### config.mk
export PLATFORM = sky130hd
export DESIGN_NAME = mul16_arb_seq
export DESIGN_NICKNAME = d
export VERILOG_FILES = /design/src/rtl/mul16_arb_seq.sv
export SDC_FILE = /design/constraint.sdc
export NUM_CORES = 1
export LEC_CHECK = 0
export ABC_AREA = 1
export BUFFER_PORTS_ARGS = -buffer_cell sky130_fd_sc_hd__buf_2
export CAP_MARGIN = 30
export CORE_ASPECT_RATIO = 0.75
export CORE_MARGIN = 1
export CORE_UTILIZATION = 40
export CTS_CLUSTER_SIZE = 20
export DETAILED_ROUTE_END_ITERATION = 10
export PLACE_DENSITY_LB_ADDON = 0.1
export SLEW_MARGIN = 20
export SYNTH_ARGS = -nofsm -noshare
export SYNTH_HDL_FRONTEND = slang
export SYNTH_SLANG_ARGS = --single-unit
### constraint.sdc
create_clock -name clk -period 2.3 [get_ports clk]
set_clock_uncertainty 0.2 [all_clocks]
set_input_delay 0.46 -clock clk [delete_from_list [all_inputs] [get_ports clk]]
set_output_delay 0.46 -clock clk [all_outputs]
set_load 0.01 [all_outputs]
### src/rtl/mul16_arb_seq.sv
// Two-requester arbiter that serialises 16x16 unsigned multiplies through a byte-wide
// external multiplier: four operand-byte writes, four product-byte reads, then a done pulse.
module mul16_arb_seq #(
    parameter bit RR_EN = 1'b1
) (
    input  logic        clk,
    input  logic        rst,
    input  logic        req0,
    input  logic        req1,
    input  logic [15:0] a0,
    input  logic [15:0] b0,
    input  logic [15:0] a1,
    input  logic [15:0] b1,
    output logic        ack0,
    output logic        ack1,
    output logic        done0,
    output logic        done1,
    output logic [31:0] result,
    output logic        busy,
    output logic [7:0]  mul_bus_in,
    output logic [1:0]  mul_wr_sel,
    output logic        mul_wr_en,
    output logic [1:0]  mul_rd_sel,
    output logic        mul_rd_en,
    input  logic [7:0]  mul_bus_out
);

    typedef enum logic [3:0] {
        IDLE, LD_AH, LD_AL, LD_BH, LD_BL,
        RD_C1, RD_C2, RD_C3, RD_C4, RD_LAST, DONE
    } state_t;

    state_t      state_q, state_d;
    logic [15:0] a_q, a_d, b_q, b_d;
    logic        gid_q, gid_d;
    logic        last_q, last_d;
    logic        grant_vld, grant_id;
    logic [31:0] result_q;
    logic        done0_q, done1_q, busy_q;
    logic        wr_en_q, wr_en_d, rd_en_q, rd_en_d;
    logic [1:0]  wr_sel_q, wr_sel_d, rd_sel_q, rd_sel_d;
    logic [7:0]  bus_in_q, bus_in_d;

    // A tie goes to whoever was not served last; last_q resets to 1 so requester 0 wins first.
    always_comb begin
        grant_vld = (state_q == IDLE) && (req0 || req1) && !rst;
        if (req0 && req1) grant_id = RR_EN ? ~last_q : 1'b0;
        else              grant_id = req1;
    end

    always_comb begin
        state_d = state_q;
        a_d     = a_q;
        b_d     = b_q;
        gid_d   = gid_q;
        last_d  = last_q;
        case (state_q)
            IDLE: if (grant_vld) begin
                state_d = LD_AH;
                a_d     = grant_id ? a1 : a0;
                b_d     = grant_id ? b1 : b0;
                gid_d   = grant_id;
                last_d  = grant_id;
            end
            LD_AH:   state_d = LD_AL;
            LD_AL:   state_d = LD_BH;
            LD_BH:   state_d = LD_BL;
            LD_BL:   state_d = RD_C1;
            RD_C1:   state_d = RD_C2;
            RD_C2:   state_d = RD_C3;
            RD_C3:   state_d = RD_C4;
            RD_C4:   state_d = RD_LAST;
            RD_LAST: state_d = DONE;
            DONE:    state_d = IDLE;
            default: state_d = IDLE;
        endcase
    end

    // Multiplier strobes are decoded from the next state so they come out of flops.
    always_comb begin
        wr_en_d  = 1'b0;
        wr_sel_d = 2'd0;
        bus_in_d = 8'd0;
        rd_en_d  = 1'b0;
        rd_sel_d = 2'd0;
        case (state_d)
            LD_AH: begin wr_en_d = 1'b1; wr_sel_d = 2'd0; bus_in_d = a_d[15:8]; end
            LD_AL: begin wr_en_d = 1'b1; wr_sel_d = 2'd1; bus_in_d = a_d[7:0];  end
            LD_BH: begin wr_en_d = 1'b1; wr_sel_d = 2'd2; bus_in_d = b_d[15:8]; end
            LD_BL: begin wr_en_d = 1'b1; wr_sel_d = 2'd3; bus_in_d = b_d[7:0];  end
            RD_C1: begin rd_en_d = 1'b1; rd_sel_d = 2'd0; end
            RD_C2: begin rd_en_d = 1'b1; rd_sel_d = 2'd1; end
            RD_C3: begin rd_en_d = 1'b1; rd_sel_d = 2'd2; end
            RD_C4: begin rd_en_d = 1'b1; rd_sel_d = 2'd3; end
            default: ;
        endcase
    end

    always_ff @(posedge clk) begin
        if (rst) begin
            state_q  <= IDLE;
            gid_q    <= 1'b0;
            last_q   <= 1'b1;
            result_q <= 32'd0;
            done0_q  <= 1'b0;
            done1_q  <= 1'b0;
            busy_q   <= 1'b0;
            wr_en_q  <= 1'b0;
            wr_sel_q <= 2'd0;
            bus_in_q <= 8'd0;
            rd_en_q  <= 1'b0;
            rd_sel_q <= 2'd0;
        end else begin
            state_q  <= state_d;
            gid_q    <= gid_d;
            last_q   <= last_d;
            done0_q  <= (state_d == DONE) && !gid_d;
            done1_q  <= (state_d == DONE) && gid_d;
            busy_q   <= (state_d != IDLE);
            wr_en_q  <= wr_en_d;
            wr_sel_q <= wr_sel_d;
            bus_in_q <= bus_in_d;
            rd_en_q  <= rd_en_d;
            rd_sel_q <= rd_sel_d;
            // Each product byte appears on mul_bus_out one state after its read strobe.
            case (state_q)
                RD_C2:   result_q[31:24] <= mul_bus_out;
                RD_C3:   result_q[23:16] <= mul_bus_out;
                RD_C4:   result_q[15:8]  <= mul_bus_out;
                RD_LAST: result_q[7:0]   <= mul_bus_out;
                default: ;
            endcase
        end
    end

    always_ff @(posedge clk) begin
        a_q <= a_d;
        b_q <= b_d;
    end

    assign ack0       = grant_vld && !grant_id;
    assign ack1       = grant_vld && grant_id;
    assign done0      = done0_q;
    assign done1      = done1_q;
    assign result     = result_q;
    assign busy       = busy_q;
    assign mul_bus_in = bus_in_q;
    assign mul_wr_sel = wr_sel_q;
    assign mul_wr_en  = wr_en_q;
    assign mul_rd_sel = rd_sel_q;
    assign mul_rd_en  = rd_en_q;

endmodule

==> run_results.csv, run 1 <==
group,metric,value,unit
run_status,run_status,"finished clean",
timing,fmax,456,MHz
layout,post-route-util,54.7,%
timing,slew_headroom,67.6,%
timing,fin_crit_sh,95.5,%
layout,fillCellCount,815,
detailed_routing,dr.pass1.iters,4,
worst_setup_path,critPathArrivalTime,1.54,ns
power_and_ir_drop,total_leakage_power,0.00242,uW
timing,hold_viol,0,
global_routing,grt_max_degree,33,
logic_synthesis,synthSimpleGateAreaFrac,40.4,%
timing,worst_slew_pin_slew,0.486,ns
place,dp_slack,0.267,ns
timing,setup_viol,0,
logic_synthesis,synth_enable_flop_cells,0,
logic_synthesis,synth-compound-area-share,6.87,%
logic_synthesis,syn_nets,578,
logic_synthesis,synth_top_area_share,46.9,%
flow_run,drv_cap,0,
logic_synthesis,ys_types,24,
floorplan,io_pins,127,
detailed_routing,routed_wl,9200,um
detailed_routing,route.detailed.drc,0,
global_routing,antenna_found_initial,0,
logic_synthesis,synth_xor_area_share,0,%
place,routabilityCongestion,0.878,
worst_setup_path,cp_max_fo,6,
timing,drv_slew,0,
floorplan,die-area,0.00880,mm^2
place,dpl.hpwl,6740,um
detailed_routing,drt-wirelength-per-cell,12.4,um
floorplan,die_height,81.5,um
floorplan,row_count,28,
timing,layout_setup_ws,0.105,ns
clocking,insertion_delay,0.35,ns
logic_synthesis,async_reset_ff_share,0,%
logic_synthesis,syn_inst,502,
timing,period_minus_slack,2.20,ns
global_routing,grt_pass1_wl,13600,um
detailed_routing,antenna_left,0,
logic_synthesis,synthTopCellsByArea,"dfxtp_1 47%, nand2_1 22%, nor2_1 10%",
floorplan,initial_core_util,42.0,%
worst_setup_path,worstSetupPathType,"reg -> out",
layout,antenna_cells,0,
logic_synthesis,ys_ff_latch,79,
power_and_ir_drop,p_int,2500,uW
logic_synthesis,synth_warnings,0,
power_and_ir_drop,powerDensity,791,mW/mm^2
power_and_ir_drop,p_seq_share,45.6,%
power_and_ir_drop,comb_power_share,18.9,%
clocking,cts_max_path_buffers,2,
global_routing,grt_overflow,0,
layout,syn_to_final_growth,30.2,%
global_routing,track_usage,20.4,%
floorplan,die_w,108,um
power_and_ir_drop,power,3470,uW
worst_setup_path,cp-end-kind,"output pin",
min_path,hold_class,"in -> reg",
logic_synthesis,netlist_area,0.00337,mm^2
logic_synthesis,ys_seq_area_share,46.9,%
logic_synthesis,synth.largest_area_cell,"dfxtp_1",
layout,layout_commonest_cell,"nand2_1",
logic_synthesis,syn_area_per_cell,6.71,um^2
power_and_ir_drop,pwr-share-clk,35.6,%
logic_synthesis,synth_fa_ha_area_share,0,%
global_routing,grt_pass1_vias,2869,
clocking,htreeDepth,3,
worst_setup_path,required,1.64,ns
logic_synthesis,synthFlopType,"dfxtp_1",
logic_synthesis,synthMuxAreaShare,0,%
clocking,cts_made_buffers,9,
layout,mostFrequentLayoutCells,"196 x nand2_1, 126 x buf_2, 94 x nor2_1",
power_and_ir_drop,p_switching,967,uW
detailed_routing,vias,3473,
place,placed_area,0.00408,mm^2
layout,drive_above_1_share,26.2,%
clocking,cts.reportedPaths.clkPinSlew,0.08,ns
layout,layout.nets,708,
clocking,cts_root_buf,"clkbuf_8",
clocking,clock_sinks,79,
detailed_routing,vias_per_cell,4.68,
clocking,tritoncts,"done",
worst_setup_path,start_kind,"register",
layout,fin_area,0.00439,mm^2
place,numPortBuffers,126,
power_and_ir_drop,vdd_drop_max,0.358,mV
floorplan,design.core.area,0.00802,mm^2
power_and_ir_drop,switching_share,27.8,%
logic_synthesis,synth_top_family_by_area,"simple AND/OR/NAND/NOR gates",
detailed_routing,drtIter0Drc,175,
per-stage QoR:
step	std cells	TNS [ns]	hold slack (ns)
global placement	717	0	0.233
CTS	733	0	0.177
floorplan	502	0	0.222
finish	742	0	0.186
detailed placement	717	0	0.235
global route	742	-0.0185	0.192
worst paths after layout:
check | start | endpoint | depth (start not counted) | slack [ns]
max | state_q[0] | ack1 | 6 | 0.10
min | mul_bus_out[7] | result[31] | 3 | 0.19
max reg2reg | state_q[0] | mul_bus_in[0] | 11 | 0.31
min reg2reg | b_q[11] | b_q[11] | 2 | 0.25
per-layer routing:
layer / vias to the layer above / track usage [%] / part of all wire (%)
li1: 1826 / - / -
met1: 1529 / 29.3 / 50
met2: 109 / 30.2 / 43
met3: 9 / 4.76 / 6.3
met4: 0 / 5.75 / 0.82
met5: - / 0 / 0
synth_stat cells, types with 2 or more instances:
master,count
nand3_1,34
clkbuf_1,14
o21ai_0,35
buf_2,9
dfxtp_1,79
nor2_4,2
a31oi_1,2
nor2_2,2
buf_6,2
inv_1,19
a21oi_1,3
nand2_1,196
nor2_1,94
power by group through the flow:
| stage | clock network [uW] | registers [uW] | logic (uW) |
|---|---|---|---|
| 6_report | 1230 | 1580 | 656 |
| 5_1_grt | 1300 | 1600 | 737 |
| 4_1_cts | 1250 | 1580 | 623 |
| 3_5_place_dp | 0 | 1610 | 618 |
| 3_3_place_gp | 0 | 1610 | 613 |
| 2_1_floorplan | 0 | 1620 | 409 |
kinds of logic after synthesis:
logic type	after synthesis
and+or+nand+nor	334
AOI/OAI and AO/OA	44
buffers and inverters	45
DFF	79
critical path, cell delays in order (launching register included):
cell and delay [ns]:
dfxtp_1 0.38, nor2_4 0.19, nand3_4 0.15, nor2_8 0.17
nand3_1 0.10, inv_1 0.07, buf_2 0.12
area by class of cell:
class	count	area [um^2]	share of cell area, %
Timing Repair Buffer	143	758	17.3
Clock inverter	6	109	2.48
Multi-Input combinational cell	379	1600	36.6
Sequential cell	79	1580	36.1
Inverter	20	75.1	1.71
Tap cell	105	131	2.99
Clock buffer	10	128	2.91
state kept, by name, indices dropped and copies added, names as in the netlist:
name        flops
gid_q           1
done0           1
result         32
done1           1
a_q             8
mul_rd_sel      2
busy            1
b_q            16
last_q          1
mul_wr_en       1
mul_wr_sel      2
mul_rd_en       1
mul_bus_in      8
state_q         4
timing repair:
action                                  4_1_cts  5_1_grt
endpoints found under the setup margin        0        2
buffers inserted                              0        8
resized for setup                             0        0
hold buffers                                  0        0
Note: power is estimated with default switching activity, not from simulation.
==> run 2: changes to the inputs <==
Settings changed: MAX_ROUTING_LAYER from default to met4.
Clock period 2.3 ns to 2.5 ns, I/O delays scaled along.
==> run_results.csv, run 2 (synthesis results as in run 1) <==
group,metric,value,unit
layout,antenna_cells,0,
worst_setup_path,worstSetupPathType,"reg -> out",
layout,syn_to_final_growth,27.3,%
detailed_routing,vias_per_cell,4.66,
layout,layout.nets,696,
clocking,cts_max_path_buffers,2,
global_routing,grt_pass1_wl,14300,um
worst_setup_path,r2r-start,"state_q[2]",
clocking,clock_sinks,79,
worst_setup_path,required,1.80,ns
detailed_routing,route.detailed.drc,0,
timing,grt_setup_unrepaired,"no",
clocking,cts_made_buffers,9,
power_and_ir_drop,comb_power_share,18.6,%
clocking,htreeDepth,3,
worst_setup_path,rrSetupSlack,0.43,ns
floorplan,io_pins,127,
clocking,tritoncts,"done",
power_and_ir_drop,p_seq_share,47.5,%
layout,mostFrequentLayoutCells,"196 x nand2_1, 126 x buf_2, 94 x nor2_1",
global_routing,grt_overflow,0,
timing,fmax,427,MHz
floorplan,die_height,81.5,um
global_routing,grt_pass1_vias,2938,
timing,fin_tns_setup,0,ns
clocking,ctsHoldBuffers,0,
worst_setup_path,cp_max_fo,14,
power_and_ir_drop,p_switching,894,uW
timing,drv_slew,0,
place,dpl.hpwl,6890,um
detailed_routing,drt-wirelength-per-cell,12.6,um
run_status,run_status,"finished clean",
floorplan,die_w,108,um
power_and_ir_drop,powerDensity,718,mW/mm^2
global_routing,antenna_found_initial,0,
floorplan,row_count,28,
place,placed_area,0.00407,mm^2
clocking,cts_root_buf,"clkbuf_8",
timing,fin_crit_sh,93.6,%
timing,worst_slew_pin_slew,0.644,ns
power_and_ir_drop,p_int,2180,uW
min_path,whs_path_depth,3,
min_path,hold_end,"result[24]",
detailed_routing,dr.pass1.iters,4,
detailed_routing,vias,3403,
power_and_ir_drop,total_leakage_power,0.00236,uW
detailed_routing,antenna_left,0,
layout,drive_above_1_share,25.0,%
worst_setup_path,rr_worst_depth,8,
detailed_routing,drtIter0Drc,205,
clocking,insertion_delay,0.35,ns
floorplan,design.core.area,0.00802,mm^2
floorplan,initial_core_util,42.0,%
timing,period_minus_slack,2.34,ns
clocking,ctsResizeCount,0,
detailed_routing,routed_wl,9160,um
power_and_ir_drop,pwr-share-clk,33.9,%
place,routabilityCongestion,0.802,
layout,fillCellCount,847,
power_and_ir_drop,vdd_drop_max,0.402,mV
clocking,cts.reportedPaths.clkPinSlew,0.08,ns
global_routing,track_usage,22.1,%
worst_setup_path,start_kind,"register",
layout,largest_register_ffs,32,
power_and_ir_drop,switching_share,29.0,%
layout,layout_commonest_cell,"nand2_1",
worst_setup_path,rr_endpoint,"mul_bus_in[5]",
timing,hold_viol,0,
layout,fin_area,0.00429,mm^2
flow_run,drv_cap,0,
worst_setup_path,critPathArrivalTime,1.64,ns
timing,slew_headroom,57.0,%
min_path,min-delay-start,"mul_bus_out[0]",
place,numPortBuffers,126,
global_routing,grt_max_degree,34,
timing,setup_viol,0,
floorplan,die-area,0.00880,mm^2
min_path,hold_class,"in -> reg",
worst_setup_path,cp-end-kind,"output pin",
layout,post-route-util,53.4,%
clocking,postCtsSetupRepairBufs,0,
run 2: changes by cell type in the layout (fill, tap and decap cells not counted):
cell        delta
buf_12         +1
inv_6          +1
clkinvlp_4     +1
clkbuf_1       -1
buf_4         -12
bufinv_16      -1
nor2_4         -1
run 2: area by class of cell:
type / instances / area, um^2 / share of cell area [%]
multi-input cells: 378 / 1590 / 37.1
flip-flops and latches: 79 / 1580 / 36.9
repair buffers: 132 / 688 / 16.0
well taps: 105 / 131 / 3.06
clock buffers: 9 / 124 / 2.89
clock inverters: 7 / 95.1 / 2.22
inverters: 20 / 75.1 / 1.75
run 2: routing by layer:
metal | up-vias | global-route usage, % | part of all wire (%)
li1 | 1801 | - | -
met3 | 6 | 6.03 | 5.9
met4 | 0 | 3.84 | 0.57
met2 | 93 | 31.0 | 42
met1 | 1503 | 31.7 | 52
met5 | - | - | 0
run 2: critical path: stages, from the launching register on:
cell and delay (ns):
dfxtp_1 0.37, nor2_4 0.22, nand3_4 0.14, nor2_8 0.20, nand2_1 0.13, inv_1 0.10, buf_2 0.13
run 2: how the worst max path moves through the flow:
stage | end | slack (ns) | start | cells past startpoint
detailed placement | mul_bus_in[5] | 0.28 | req1 | 10
CTS | ack0 | 0.13 | state_q[2] | 6
floorplan | ack1 | 0.39 | req1 | 8
global placement | mul_bus_in[6] | 0.34 | req1 | 10
finish | ack0 | 0.16 | state_q[2] | 6
global route | ack0 | 0.04 | state_q[2] | 6
run 2: stage by stage:
step	setup WS [ns]	std cells	hold WS, ns	total power [uW]
final	0.160	730	0.232	3080
after global routing	0.0360	730	0.234	3240
after CTS	0.129	730	0.227	3090
after detailed placement	0.285	714	0.237	2060
after global placement	0.340	714	0.234	2050
after floorplan	0.389	502	0.222	1870
run 2: power groups by stage:
stage                     clock network [uW]  logic [uW]  registers (uW)
final                                   1040         574            1460
after global placement                     0         559            1490
after detailed placement                   0         573            1490
after global routing                    1120         652            1470
after floorplan                            0         376            1490
after CTS                               1060         577            1460
==> run 3: changes to the inputs <==
Settings changed: CELL_PAD_IN_SITES_DETAIL_PLACEMENT from default to 1, CELL_PAD_IN_SITES_GLOBAL_PLACEMENT from default to 2, CORE_UTILIZATION 40 to 25, SKIP_CTS_REPAIR_TIMING from default to 1.
==> run_results.csv, run 3 (synthesis results as in run 1) <==
group,metric,value,unit
run_status,run_status,"finished clean",
timing,drv_slew,0,
worst_setup_path,rrSetupSlack,0.54,ns
min_path,hold_class,"reg -> reg",
power_and_ir_drop,powerDensity,756,mW/mm^2
timing,grt_setup_unrepaired,"no",
clocking,cts_made_buffers,9,
power_and_ir_drop,p_seq_share,43.2,%
floorplan,initial_core_util,25.8,%
global_routing,grt_pass1_vias,3561,
worst_setup_path,critPathArrivalTime,1.52,ns
layout,drive_above_1_share,25.0,%
clocking,clock_sinks,79,
floorplan,die_w,136,um
timing,hold_viol,0,
power_and_ir_drop,switching_share,27.6,%
min_path,min-delay-start,"a_q[3]",
clocking,cts_max_path_buffers,2,
timing,worst_slew_pin_slew,0.488,ns
clocking,cts.reportedPaths.clkPinSlew,0.06,ns
layout,antenna_cells,0,
detailed_routing,antenna_left,0,
layout,final_cell_count_no_fill,798,
place,routabilityCongestion,0.770,
worst_setup_path,rr_endpoint,"mul_bus_in[0]",
global_routing,grt_max_degree,34,
detailed_routing,vias,3557,
layout,layout.nets,699,
layout,syn_to_final_growth,33.1,%
power_and_ir_drop,vdd_drop_max,0.370,mV
timing,fmax,450,MHz
clocking,cts_root_buf,"clkbuf_16",
timing,fin_tns_setup,0,ns
worst_setup_path,cp_max_fo,8,
detailed_routing,dr.pass1.iters,4,
timing,worst_hold_slack,0.254,ns
worst_setup_path,required,1.80,ns
floorplan,io_pins,127,
worst_setup_path,start_kind,"register",
place,numPortBuffers,126,
place,dpl.hpwl,8690,um
clocking,htreeDepth,3,
worst_setup_path,worstSetupPathType,"reg -> out",
floorplan,row_count,36,
place,dp_cells,783,
detailed_routing,drtIter0Drc,137,
power_and_ir_drop,pwr-share-clk,39.1,%
flow_run,drv_cap,0,
power_and_ir_drop,total_leakage_power,0.00241,uW
timing,slew_headroom,67.5,%
global_routing,track_usage,17.6,%
detailed_routing,vias_per_cell,4.46,
floorplan,die_height,103,um
detailed_routing,route.detailed.drc,0,
power_and_ir_drop,comb_power_share,17.7,%
worst_setup_path,r2r-start,"state_q[2]",
detailed_routing,routed_wl,11400,um
detailed_routing,drt-wirelength-per-cell,14.3,um
power_and_ir_drop,p_switching,937,uW
clocking,tritoncts,"done",
layout,layout_commonest_cell,"nand2_1",
floorplan,design.core.area,0.0131,mm^2
worst_setup_path,cp-end-kind,"output pin",
floorplan,die-area,0.0140,mm^2
layout,mostFrequentLayoutCells,"196 x nand2_1, 126 x buf_2, 94 x nor2_1",
clocking,insertion_delay,0.34,ns
timing,setup_viol,0,
global_routing,antenna_found_initial,0,
timing,fin_crit_sh,88.9,%
power_and_ir_drop,p_int,2450,uW
global_routing,grt_overflow,0,
min_path,hold_end,"a_q[3]",
worst_setup_path,rr_worst_depth,10,
layout,largest_register_ffs,32,
timing,period_minus_slack,2.22,ns
global_routing,grt_pass1_wl,18000,um
min_path,whs_path_depth,2,
layout,post-route-util,34.3,%
-- run 3: cell count changes in the layout (fill, tap and decap cells not counted) --
cell / previous run / this run
buf_12: 1 / 2
clkbuf_8: 9 / 2
clkbuf_16: 0 / 9
clkbuf_1: 0 / 1
buf_4: 5 / 7
inv_6: 1 / 0
clkinv_2: 2 / 1
bufinv_16: 2 / 1
clkinv_4: 1 / 0
-- run 3: cell type report --
type                            instances  area, um^2
Clock buffer                           12         256
Clock inverter                          3        42.5
Fill cell                            1722        8580
Inverter                               20        75.1
Multi-Input combinational cell        378        1590
Sequential cell                        79        1580
Tap cell                              171         214
Timing Repair Buffer                  135         723
-- run 3: worst max path at each step --
| stage | startpoint | to | slack [ns] | cells after the start |
|---|---|---|---|---|
| final | state_q[2] | ack1 | 0.28 | 6 |
| after global routing | state_q[2] | ack1 | 0.15 | 6 |
| after CTS | state_q[2] | ack1 | 0.24 | 6 |
| after detailed placement | req1 | mul_bus_in[0] | 0.35 | 12 |
| after global placement | rst | mul_bus_in[0] | 0.35 | 10 |
| after floorplan | req1 | ack1 | 0.39 | 8 |
-- run 3: worst max-delay path, cell delays in order (launching register included) --
cell and delay (ns):
dfxtp_1 0.37, nor2_4 0.22, nand3_4 0.14, nor2_8 0.16
nand3_1 0.11, inv_1 0.06, buf_2 0.13
-- run 3: per-layer routing --
metal	track usage (%)	vias up	routed length [um]
met2	26.7	61	4980
met3	3.44	11	378
li1	-	1810	-
met1	23.5	1675	5910
met5	-	-	0
met4	5.38	0	121
-- run 3: stage by stage --
stage               worst slack [ns]  area (um^2)  total power, uW
global route                   0.149         4490             3590
global placement               0.349         4190             2090
detailed placement             0.346         4190             2110
CTS                            0.242         4490             3450
floorplan                      0.389         3370             1870
finish                         0.276         4490             3390
-- run 3: power groups by stage --
stage | Sequential (uW) | Combinational, uW | Clock, uW
3_3_place_gp | 1490 | 604 | 0
3_5_place_dp | 1490 | 615 | 0
6_report | 1460 | 602 | 1330
4_1_cts | 1460 | 619 | 1370
5_1_grt | 1480 | 692 | 1410
2_1_floorplan | 1490 | 376 | 0
